<file path="src/rtl/serial_pkg.sv">
// Shared serial-link definitions: state encoding and small helpers used by serial_rx and serial_tx.
package serial_pkg;

   localparam logic [2:0] ST_IDLE   = 3'd0;
   localparam logic [2:0] ST_START  = 3'd1;
   localparam logic [2:0] ST_DATA   = 3'd2;
   localparam logic [2:0] ST_STOP   = 3'd3;
   localparam logic [2:0] ST_RESYNC = 3'd4;

   typedef enum logic [2:0] {
      StIdle   = ST_IDLE,
      StStart  = ST_START,
      StData   = ST_DATA,
      StStop   = ST_STOP,
      StResync = ST_RESYNC
   } serial_state_e;

   localparam int unsigned BIT_CTR_W = 14;

   function automatic logic maj3(input logic a, input logic b, input logic c);
      return (a & b) | (a & c) | (b & c);
   endfunction

endpackage

</file>
<file path="src/rtl/bit_sync.sv">
// Two-flop synchronizer, reset to 0. With SERIAL_RX_MAJORITY_EN the first stage is also
// exported as a one-cycle look-ahead of the synchronized value.
module bit_sync (
   input  logic clk,
   input  logic rst,
   input  logic d,
`ifdef SERIAL_RX_MAJORITY_EN
   output logic q_early,
`endif
   output logic q
);

   logic meta_q;
   logic sync_q;

   always_ff @(posedge clk) begin
      if (rst) begin
         meta_q <= 1'b0;
         sync_q <= 1'b0;
      end else begin
         meta_q <= d;
         sync_q <= meta_q;
      end
   end

   assign q = sync_q;
`ifdef SERIAL_RX_MAJORITY_EN
   assign q_early = meta_q;
`endif

endmodule

</file>
<file path="src/rtl/serial_rx.sv">
// Serial frame receiver: high start bit, PKT_LENGTH data bits LSB first, low stop bit.
// Define SERIAL_RX_MAJORITY_EN for 2-of-3 majority sampling around each bit midpoint.
module serial_rx
   import serial_pkg::*;
#(
   parameter int unsigned CLK_PER_BIT = 13540,
   parameter int unsigned PKT_LENGTH  = 32
) (
   input  logic                  clk,
   input  logic                  rst,
   input  logic                  rx,
   output logic [PKT_LENGTH-1:0] data,
   output logic                  new_data,
   output logic                  busy,
   output logic                  frame_err
);

   localparam int unsigned CW    = $clog2(CLK_PER_BIT);
   localparam int unsigned IDX_W = (PKT_LENGTH > 1) ? $clog2(PKT_LENGTH) : 1;

   localparam logic [CW-1:0]        HALF_LAST = CW'(CLK_PER_BIT / 2 - 1);
   localparam logic [CW-1:0]        BIT_LAST  = CW'(CLK_PER_BIT - 1);
   localparam logic [BIT_CTR_W-1:0] DATA_LAST = BIT_CTR_W'(PKT_LENGTH - 1);

   serial_state_e         state_q, state_d;
   logic [CW-1:0]         cyc_q, cyc_d;
   logic [BIT_CTR_W-1:0]  bit_q, bit_d;
   logic [PKT_LENGTH-1:0] shift_q, shift_d;
   logic [PKT_LENGTH-1:0] data_q, data_d;
   logic                  new_data_q, new_data_d;
   logic                  frame_err_q, frame_err_d;
   logic                  rx_s;
   logic                  sample;

`ifdef SERIAL_RX_MAJORITY_EN
   logic rx_early;
   logic rx_prev_q;

   bit_sync u_sync (
      .clk     (clk),
      .rst     (rst),
      .d       (rx),
      .q_early (rx_early),
      .q       (rx_s)
   );

   always_ff @(posedge clk) begin
      if (rst) rx_prev_q <= 1'b0;
      else     rx_prev_q <= rx_s;
   end

   // The first sync stage already holds the value rx_s takes next cycle, so the vote over
   // target-1/target/target+1 resolves at target and frame timing is unchanged.
   assign sample = maj3(rx_prev_q, rx_s, rx_early);
`else
   bit_sync u_sync (
      .clk (clk),
      .rst (rst),
      .d   (rx),
      .q   (rx_s)
   );

   assign sample = rx_s;
`endif

   always_comb begin
      state_d     = state_q;
      cyc_d       = cyc_q + 1'b1;
      bit_d       = bit_q;
      shift_d     = shift_q;
      data_d      = data_q;
      new_data_d  = 1'b0;
      frame_err_d = 1'b0;
      unique case (state_q)
         StIdle: begin
            cyc_d = '0;
            bit_d = '0;
            if (rx_s) state_d = StStart;
         end
         StStart: begin
            if (cyc_q == HALF_LAST) begin
               cyc_d   = '0;
               state_d = sample ? StData : StIdle;
            end
         end
         StData: begin
            if (cyc_q == BIT_LAST) begin
               cyc_d                    = '0;
               shift_d[bit_q[IDX_W-1:0]] = sample;
               bit_d                    = bit_q + 1'b1;
               if (bit_q == DATA_LAST) state_d = StStop;
            end
         end
         StStop: begin
            if (cyc_q == BIT_LAST) begin
               cyc_d = '0;
               if (sample) begin
                  state_d     = StResync;
                  frame_err_d = 1'b1;
               end else begin
                  state_d    = StIdle;
                  data_d     = shift_q;
                  new_data_d = 1'b1;
               end
            end
         end
         StResync: begin
            cyc_d = '0;
            if (!rx_s) state_d = StIdle;
         end
         default: state_d = StIdle;
      endcase
   end

   always_ff @(posedge clk) begin
      if (rst) begin
         state_q     <= StIdle;
         cyc_q       <= '0;
         bit_q       <= '0;
         shift_q     <= '0;
         data_q      <= '0;
         new_data_q  <= 1'b0;
         frame_err_q <= 1'b0;
      end else begin
         state_q     <= state_d;
         cyc_q       <= cyc_d;
         bit_q       <= bit_d;
         shift_q     <= shift_d;
         data_q      <= data_d;
         new_data_q  <= new_data_d;
         frame_err_q <= frame_err_d;
      end
   end

   assign data      = data_q;
   assign new_data  = new_data_q;
   assign frame_err = frame_err_q;
   assign busy      = (state_q != StIdle);

endmodule

</file>
<file path="config.mk">
export PLATFORM = sky130hd
export DESIGN_NAME = serial_rx
export DESIGN_NICKNAME = d
export VERILOG_FILES = /design/src/rtl/serial_pkg.sv /design/src/rtl/bit_sync.sv /design/src/rtl/serial_rx.sv
export SDC_FILE = /design/constraint.sdc
export NUM_CORES = 1
export LEC_CHECK = 0
export ABC_AREA = 1
export ABC_CLOCK_PERIOD_IN_PS = 1800
export BUFFER_PORTS_ARGS = -buffer_cell sky130_fd_sc_hd__buf_2
export CAP_MARGIN = 20
export CORE_ASPECT_RATIO = 0.8
export CORE_MARGIN = 3
export CORE_UTILIZATION = 45
export CTS_BUF_LIST = sky130_fd_sc_hd__clkbuf_4 sky130_fd_sc_hd__clkbuf_8
export DETAILED_ROUTE_END_ITERATION = 12
export PLACE_DENSITY = 0.74
export SKIP_CTS_REPAIR_TIMING = 1
export SLEW_MARGIN = 30
export SYNTH_ARGS = -nofsm -noshare
export SYNTH_HDL_FRONTEND = slang
export SYNTH_SLANG_ARGS = --single-unit
</file>
<file path="constraint.sdc">
create_clock -name clk -period 1.8 [get_ports clk]
set_clock_uncertainty 0.15 [all_clocks]
set_input_delay 0.18 -clock clk [delete_from_list [all_inputs] [get_ports clk]]
set_output_delay 0.18 -clock clk [all_outputs]
set_load 0.005 [all_outputs]
</file>
==> out/summary.log <==
qor: synth.yosys-top-cells-count sky130_fd_sc_hd__nor2_1, sky130_fd_sc_hd__nand2_1, sky130_fd_sc_hd__dfxtp_1, sky130_fd_sc_hd__nand3_1, sky130_fd_sc_hd__inv_1
qor: worst_setup_path.slowest_stage sky130_fd_sc_hd__dfxtp_2
qor: worst_setup_path.setup.worst_path.end_class flip-flop
qor: status.violated_checks setup timing
qor: timing.timing.max_slew.rel_slack 75.8%
qor: routing.detail_route.iter0.violations 293
qor: routing.number_of_nets_with_antenna_violations_after_detailed_routing 0
qor: cts.clk_root_buffer_cell sky130_fd_sc_hd__clkbuf_8
qor: timing.tightest_slew 0.363 ns
qor: synth.synthTopCellsByArea sky130_fd_sc_hd__dfxtp_1, sky130_fd_sc_hd__nor2_1, sky130_fd_sc_hd__nand2_1, sky130_fd_sc_hd__nand3_1, sky130_fd_sc_hd__nand4_1
qor: finish.area_growth_syn_to_layout 21.1%
qor: cts.tritoncts.num_buffers 9
qor: pwr.cellPowerDensity 792 mW/mm²
qor: synth.syn-cell-area 0.00464 mm²
qor: global_routing.grt_pass1_vias 3,977
qor: place.weighted_congestion_reported_at_the_end_of_routability_driven_placement 0.934
qor: routing.detail_route.wirelength 12.0 mm
qor: timing.rsz0062_at_grt true
qor: timing.worst_hold_slack 0.0282 ns
qor: finish.seq_area 0.00199 mm²
qor: timing.finalSetupViolations 18
qor: routing.post_drt_wl_per_cell 13.9 µm
qor: global_routing.grt-ovfl-total 0
qor: synth.ys_types 33
qor: worst_setup_path.setup.worst_path.start_class flip-flop
qor: synth.avgSynthCellArea 6.93 µm²
qor: status.outcome finished with violations
qor: worst_setup_path.crit_required 1.97 ns
qor: synth.number_of_standard_cells_after_synthesis 670
qor: synth.ys_async_sr_fraction 0%
qor: die.io_pins 38
qor: timing.period_minus_slack 1.84 ns
qor: finish.antenna_cells 0
qor: routing.via_per_inst 5.29
qor: routing.detailroute.via_count 4,593
qor: pwr.leakagePower 2.33 nW
qor: global_routing.grt_antenna_before_repair 0
qor: routing.firstDrtPassIters 5
qor: place.place_hpwl 7.80 mm
qor: synth.yosys_warnings 0
qor: synth.synth_top_area_share 42.7%
qor: die.row_count 32
qor: job.cap_viol_max_count 0
qor: die.die_area 0.0116 mm²
qor: place.port_buffers 37
qor: synth.edff_count_synth 0
qor: timing.timing_max_transition_violations_final 0
qor: hold_path.worstHoldPathType input pin to flip-flop
qor: worst_setup_path.critical_path.max_stage_delay 0.37 ns
qor: global_routing.grt_pass1_wl 18.8 mm
qor: global_routing.globalRouteTotalUtil 19.5%
qor: cts.clock_tree_from_tritoncts done
qor: timing.timing.final.crit_share 102%
qor: die.die_h 96.8 µm
qor: worst_setup_path.timing.critical_path.cells ha_4, nand2_4, buf_6, nor2_4, nand2_4, nor3_4, buf_6, clkbuf_16, o21ai_1, nor2_1
qor: timing.achievable-frequency 542 MHz
qor: synth.synthDominantAreaCellType sky130_fd_sc_hd__dfxtp_1
qor: global_routing.grt_start_max_net_pins 61
qor: cts.clkTransAtPathRegs 0.10 ns
qor: synth.postSynth.topFlopCell sky130_fd_sc_hd__dfxtp_1
qor: finish.layout-drive-gt1-share 20.1%
qor: die.initial_core_util 47.1%
qor: synth.postSynthRegisterBits 99
qor: place.place_ws -0.0705 ns
qor: cts.clk_latency 0.37 ns
qor: cts.max-clock-path-buffers 2
qor: worst_setup_path.worst-setup-path-type flip-flop to flip-flop
qor: synth.synth.net_count 679
qor: routing.drc 0
qor: pwr.ir_drop 438 µV
qor: worst_setup_path.critical_path_buf_inv_count 3
qor: cts.ctsHtreeMaxLevel 3
qor: finish.fin_util 57.1%
qor: die.core_area 0.00985 mm²
qor: synth.yosysSeqAreaShare 42.7%
qor: worst_setup_path.critPathTopFamily simple AND/OR/NAND/NOR gates
qor: worst_setup_path.crit_path_max_fanout 8
qor: finish.finish.net_count 736
qor: worst_setup_path.cp_data_arrival_time 2.01 ns
qor: cts.numClockSinks 99
qor: finish.multi_input_area 0.00241 mm²
qor: timing.timing.final.hold_violations 0
qor: die.die_w 120 µm
qor: finish.final.fill_count 923
qor: timing.post-route-worst-setup-slack -0.0449 ns
qor: synth.yosysMostFrequentCell sky130_fd_sc_hd__nor2_1
sequential cells by signal, summed over array words and instances, names as in the netlist:
| register | cells |
|---|---|
| new_data | 1 |
| frame_err | 1 |
| u_sync.meta_q | 1 |
| shift_q | 32 |
| bit_q | 14 |
| state_q | 3 |
| data | 32 |
| u_sync.q | 1 |
| cyc_q | 14 |
worst reg2reg max path, stage by stage (launching register included):
cell                        delay [ns]
sky130_fd_sc_hd__dfxtp_2          0.37
sky130_fd_sc_hd__ha_4             0.16
sky130_fd_sc_hd__nand2_4          0.06
sky130_fd_sc_hd__buf_6            0.12
sky130_fd_sc_hd__nor2_4           0.12
sky130_fd_sc_hd__nand2_4          0.08
sky130_fd_sc_hd__nor3_4           0.25
sky130_fd_sc_hd__buf_6            0.17
sky130_fd_sc_hd__clkbuf_16        0.16
sky130_fd_sc_hd__o21ai_1          0.06
sky130_fd_sc_hd__nor2_1           0.10
cell type report:
| type | count | share of cell area [%] |
|---|---|---|
| multi-input combinational | 481 | 42.8 |
| sequential | 99 | 35.5 |
| timing repair buffer | 80 | 11.6 |
| inverter | 56 | 3.81 |
| tap | 136 | 3.03 |
| clock buffer | 9 | 2.20 |
| clock inverter | 7 | 1.05 |
per-stage QoR:
| step | setup TNS (ns) | power, mW | instances | instance area, µm² |
|---|---|---|---|---|
| 6_report | -0.524 | 4.45 | 868 | 5620 |
| 5_1_grt | -2.27 | 4.68 | 868 | 5620 |
| 4_1_cts | -3.28 | 4.33 | 858 | 5300 |
| 3_5_place_dp | -1.96 | 2.99 | 842 | 5120 |
| 3_3_place_gp | 0 | 2.97 | 842 | 5120 |
| 2_1_floorplan | 0 | 2.73 | 670 | 4640 |
path summary, 6_finish.rpt:
check / start / endpoint / slack (ns) / cells after the start
max: cyc_q[1] / data[3] / -0.04 / 10
min reg2reg: u_sync.meta_q / u_sync.q / 0.26 / 2
min: rst / shift_q[29] / 0.03 / 2
max reg2reg: cyc_q[1] / data[3] / -0.04 / 10
cell families (layout without fill, tap and decap cells):
| family | after synthesis | after routing | share of synthesized area (%) |
|---|---|---|---|
| and+or+nand+nor | 380 | 380 | 36.3 |
| DFF | 99 | 99 | 42.7 |
| AOI/OAI and AO/OA | 90 | 90 | 10.1 |
| buffers and inverters | 90 | 152 | 8.41 |
| adders and majority gates | 6 | 6 | 1.62 |
| xor gates and xnor gates | 5 | 5 | 0.943 |
report_power, final:
part / total (mW) / switching [mW] / internal [mW]
Combinational: 0.822 / 0.504 / 0.318
Sequential: 2.27 / 0.0477 / 2.22
Clock: 1.36 / 0.833 / 0.530
Total: 4.45 / 1.38 / 3.07
routing by layer:
| layer | wire (µm) | vias up | global-route usage [%] |
|---|---|---|---|
| met3 | 657 | 11 | 4.09 |
| li1 | - | 2323 | - |
| met2 | 5540 | 128 | 30.4 |
| met1 | 5740 | 2131 | 27.4 |
| met4 | 108 | 0 | 5.19 |
| met5 | 0 | - | 0 |
layout by cell type (no fill, tap or decap), types with 3 or more instances in the layout:
| master | count |
|---|---|
| sky130_fd_sc_hd__nor2_1 | 144 |
| sky130_fd_sc_hd__nand2_1 | 99 |
| sky130_fd_sc_hd__dfxtp_1 | 90 |
| sky130_fd_sc_hd__nand3_1 | 60 |
| sky130_fd_sc_hd__inv_1 | 47 |
| sky130_fd_sc_hd__nand4_1 | 46 |
| sky130_fd_sc_hd__a21oi_1 | 45 |
| sky130_fd_sc_hd__buf_2 | 37 |
| sky130_fd_sc_hd__o21ai_1 | 28 |
| sky130_fd_sc_hd__buf_4 | 27 |
| sky130_fd_sc_hd__dfxtp_2 | 9 |
| sky130_fd_sc_hd__clkbuf_8 | 9 |
| sky130_fd_sc_hd__nand2_2 | 7 |
| sky130_fd_sc_hd__o21ai_0 | 7 |
| sky130_fd_sc_hd__buf_6 | 7 |
| sky130_fd_sc_hd__nor2_4 | 6 |
| sky130_fd_sc_hd__inv_2 | 6 |
| sky130_fd_sc_hd__nor3_1 | 6 |
| sky130_fd_sc_hd__buf_12 | 5 |
| sky130_fd_sc_hd__xor2_1 | 4 |
| sky130_fd_sc_hd__a21oi_2 | 4 |
| sky130_fd_sc_hd__nor2_2 | 3 |
| sky130_fd_sc_hd__clkinv_2 | 3 |
| sky130_fd_sc_hd__nand2_4 | 3 |
| sky130_fd_sc_hd__ha_1 | 3 |
| sky130_fd_sc_hd__clkbuf_16 | 3 |
No activity file was read; power rests on OpenSTA's default activity.
